$ cat src/rtl/regfile_wb_arb.sv
// Write-port arbiter for the single-write-port regfile (A = ALU, B = LSU).
// Define WB_ARB_RR_EN for round-robin conflicts; default is fixed B priority.
module regfile_wb_arb #(
    parameter  int XLEN = 32,
    parameter  int NREG = 32,
    localparam int SW   = $clog2(NREG)
) (
    input  logic            clk,
    input  logic            rst,
    input  logic            reqA_v,
    input  logic [SW-1:0]   reqA_sel,
    input  logic [XLEN-1:0] reqA_i,
    output logic            reqA_rdy,
    input  logic            reqB_v,
    input  logic [SW-1:0]   reqB_sel,
    input  logic [XLEN-1:0] reqB_i,
    output logic            reqB_rdy,
    output logic            wen,
    output logic [SW-1:0]   regW_sel,
    output logic [XLEN-1:0] regW_i,
    output logic [NREG-1:0] pend_o,
    output logic [7:0]      stall_cnt
);

    logic win_a;
    logic refused;

`ifdef WB_ARB_RR_EN
    // ptr_b set means B wins the next conflict
    logic ptr_b;

    always_ff @(posedge clk or posedge rst) begin
        if (rst) begin
            ptr_b <= 1'b0;
        end else if (reqA_rdy) begin
            ptr_b <= 1'b1;
        end else if (reqB_rdy) begin
            ptr_b <= 1'b0;
        end
    end

    assign win_a = ~ptr_b;
`else
    assign win_a = 1'b0;
`endif

    assign reqA_rdy = reqA_v & (~reqB_v | win_a);
    assign reqB_rdy = reqB_v & ~reqA_rdy;

    assign refused = (reqA_v & ~reqA_rdy) | (reqB_v & ~reqB_rdy);

    // x0 writes complete the handshake but never raise wen
    always_ff @(posedge clk or posedge rst) begin
        if (rst) begin
            wen      <= 1'b0;
            regW_sel <= '0;
            regW_i   <= '0;
        end else begin
            unique case (1'b1)
                reqA_rdy: begin
                    wen      <= |reqA_sel;
                    regW_sel <= reqA_sel;
                    regW_i   <= reqA_i;
                end
                reqB_rdy: begin
                    wen      <= |reqB_sel;
                    regW_sel <= reqB_sel;
                    regW_i   <= reqB_i;
                end
                default: wen <= 1'b0;
            endcase
        end
    end

    always_ff @(posedge clk or posedge rst) begin
        if (rst) begin
            stall_cnt <= 8'd0;
        end else if (refused && stall_cnt != 8'hFF) begin
            stall_cnt <= stall_cnt + 8'd1;
        end
    end

    always_comb begin
        pend_o = '0;
        if (reqA_v) pend_o[reqA_sel] = 1'b1;
        if (reqB_v) pend_o[reqB_sel] = 1'b1;
        if (wen)    pend_o[regW_sel] = 1'b1;
        pend_o[0] = 1'b0;
    end

endmodule

$ cat config.mk
export PLATFORM = sky130hd
export DESIGN_NAME = regfile_wb_arb
export DESIGN_NICKNAME = d
export VERILOG_FILES = /design/src/rtl/regfile_wb_arb.sv
export SDC_FILE = /design/constraint.sdc
export NUM_CORES = 1
export LEC_CHECK = 0
export BUFFER_PORTS_ARGS = -buffer_cell sky130_fd_sc_hd__buf_2
export CAP_MARGIN = 0
export CORE_MARGIN = 3
export CORE_UTILIZATION = 46
export DETAILED_ROUTE_END_ITERATION = 8
export PLACE_DENSITY = 0.9
export SLEW_MARGIN = 20
export SYNTH_ARGS = -nofsm -noshare
export SYNTH_HDL_FRONTEND = slang
export SYNTH_SLANG_ARGS = --single-unit
$ cat constraint.sdc
create_clock -name clk -period 2 [get_ports clk]
set_input_delay 0.4 -clock clk [delete_from_list [all_inputs] [get_ports clk]]
set_output_delay 0.4 -clock clk [all_outputs]
set_load 0.005 [all_outputs]
==> impl_metrics.toml <==
[floorplanning]
dieArea_um2 = 7659
die_w_um = 87.52
start_util = 0.4786
die_height_um = 87.52
ios = 158
core_um2 = 6386
num_rows = 29

[sta]
tns_ns = 0
rsz0062_at_grt = "yes"
worst_clock_skew_ns = 0.001663
fmax_mhz = 520.5
timing.final.crit_share = 0.9605
maxSlewHeadroom = 0.6272
hold_viol_final = 0
report.final.slew_viol_count = 0
tightest_slew_ns = 0.5567
setup_violations = 0
period_minus_slack_ns = 1.921
setup_ws_ns = 0.07892

[clocking]
cts_max_path_buffers = 2
path_clk_slew_ns = 0.09
clock_sink_count = 46
cts_hold_buffers = 0
h-tree-depth = 2
cts_made_buffers = 5
root_buffer = "clkbuf_8"
clkLatencyLatePin_ns = 0.29
cts_tree = "done"

[pwr]
peakVddDrop_mv = 0.5149
power.total_mw = 2.581
power_density_nw_per_um2 = 649.0
leakage_nw = 2.237

[logic_synthesis]
synth_area_per_cell_um2 = 8.809
synth_seq_area_share = 0.3766
ys.flop_type = "dfrtp_1"
synth_edf_count = 0
async_reset_ff_frac = 1.000
yosys_register_bits = 46
syn_nets = 426
yosysUniqueCellTypes = 40
synthCells = 347
syn_area_um2 = 3057
yosysWarnings = 0

[global_routing]
gr-total-overflow = 0
grt_max_degree = 49
met3_usage = 0.04825
grt_first_pass_wirelength_mm = 14.28
grt_usage = 0.2312
grt_pass1_vias = 3023
grt_use_met1 = 0.2711
grt_busiest_layer = "met2"
grt.met2_usage = 0.4110
grt_antenna_before_repair = 0

[detailed_routing]
route.detailed.drc = 0
dr.pass1.iters = 5
wl_mm = 8.918
routedWlPerCell_um = 15.56
drt_iter0_markers = 171
vias = 3144
viasPerCell = 5.487
drtAntennaViolNets = 0

[final_layout]
seq_area_um2 = 1156
n_antenna_cell = 0
n_fill_cell = 552
fin_nets = 574
multi_input_area_um2 = 1744
drive_gt1_frac = 0.3972
synthToLayoutAreaGrowth_pct = 30.13

[worst_setup_path]
worst-setup-path-type = "flop to primary output"
cp.required_ns = 1.60
end_kind = "primary output"
rrSetupSlack_ns = 0.41
setup.worst_path.start_class = "flop"
cp_max_fo = 10
arrival_ns = 1.52

[place]
gp_congestion = 0.8888
pre_cts_slack_ns = 0.1808
post-dp-hpwl_mm = 6.972
io_buffers = 156

[run]
cap_viol_max_count = 0

[worst_hold_path]
hold_class = "input port to async pin"

[outcome]
run_status = "completed"
## path summary, 6_finish.rpt
path	endpoint	cells after the start	from
min reg2reg	stall_cnt[7]$_DFFE_PP0P_	1	stall_cnt[7]$_DFFE_PP0P_
max reg2reg	stall_cnt[1]$_DFFE_PP0P_	4	stall_cnt[0]$_DFFE_PP0P_
min	regW_i[4]$_DFFE_PP0P_	2	rst
min in group clk	regW_i[31]$_DFFE_PP0P_	3	reqB_i[31]
max in group asynchronous	regW_i[29]$_DFFE_PP0P_	3	rst
max	pend_o[2]	4	regW_sel[2]$_DFFE_PP0P_
## Yosys cell counts, drive strengths merged, types with 2 or more instances
master  count  area [µm²]
nand2      99       371.6
dfrtp      46        1151
mux2i      38       380.4
o21ai      37       185.2
a22oi      29       217.7
buf        21       142.6
and3b      15       131.4
nor3b      12       126.4
and3        8       55.05
clkbuf      5       18.77
inv         5       18.77
nor2        4       15.01
nor3        4       25.02
xor2        3       26.28
a21boi      2       15.02
a21oi       2       21.27
a222oi      2       20.02
nand3       2       10.01
nor2b       2       12.51
## state kept, by name, summed over array words and instances (netlist names)
| signal | count |
|---|---|
| regW_i | 32 |
| regW_sel | 5 |
| stall_cnt | 8 |
| wen | 1 |
## cells in the final DEF, fill, tap and decap left out, types with 2 or more instances in the layout
cell type / count
buf_2: 156
nand2_1: 99
dfrtp_1: 42
mux2i_1: 38
a22oi_1: 29
o21ai_1: 20
o21ai_0: 17
and3b_1: 13
buf_4: 10
nor3b_2: 8
and3_1: 6
clkbuf_8: 5
nor2_1: 4
inv_1: 4
dfrtp_2: 4
xor2_1: 3
nor3b_1: 3
nor3_1: 3
a222oi_1: 2
and3b_2: 2
nor2b_1: 2
nand3_1: 2
## power by group
| group | internal, mW | switching [mW] | total (mW) | leakage (nW) |
|---|---|---|---|---|
| Clock | 0.247 | 0.302 | 0.549 | 0.0452 |
| Combinational | 0.390 | 0.408 | 0.798 | 1.64 |
| Sequential | 1.07 | 0.163 | 1.23 | 0.550 |
| Total | 1.71 | 0.873 | 2.58 | 2.24 |
## layer usage
metal / vias to the layer above / wire length (µm)
met5: - / 0
met4: 0 / 161
met3: 17 / 814
met2: 177 / 4572
met1: 1434 / 3369
li1: 1516 / -
## kinds of logic after synthesis
group,Yosys count,synth area share
AOI/OAI and AO/OA,77,0.1629
xor gates and xnor gates,3,0.008598
other,1,0.001227
and+or+nand+nor,149,0.2583
adders and majority gates,1,0.004093
buffers and inverters,31,0.05895
DFF,46,0.3766
muxes,39,0.1293
## layout make-up
class | count | share of cell area
inverter | 5 | 0.004718
tap | 77 | 0.02422
timing repair buffer | 167 | 0.2202
clock inverter | 2 | 0.003460
clock buffer | 6 | 0.01824
sequential | 46 | 0.2907
multi-input combinational | 270 | 0.4385
## critical path, stage by stage, from the launching register on
cell     delay [ns]
dfrtp_2        0.49
nor3_1         0.36
a22oi_1        0.15
nand2_1        0.12
buf_2          0.12
## what timing repair did
item                       4_1_cts  5_1_grt
pin swaps                        0        2
resized for setup                2        8
setup endpoints to repair        2       11
setup buffers                    0        1
## per-stage QoR
stage	hold WS [ns]	std cells	instance area (µm²)	utilization
after floorplan	0.4972	347	3057	-
after global placement	0.4433	564	3860	0.6044
after detailed placement	0.4423	564	3860	0.6044
after CTS	0.1175	572	3956	0.6195
after global routing	0.1354	573	3978	0.6228
final	0.1133	573	3978	0.6228
No activity file was read; power rests on OpenSTA's default activity.
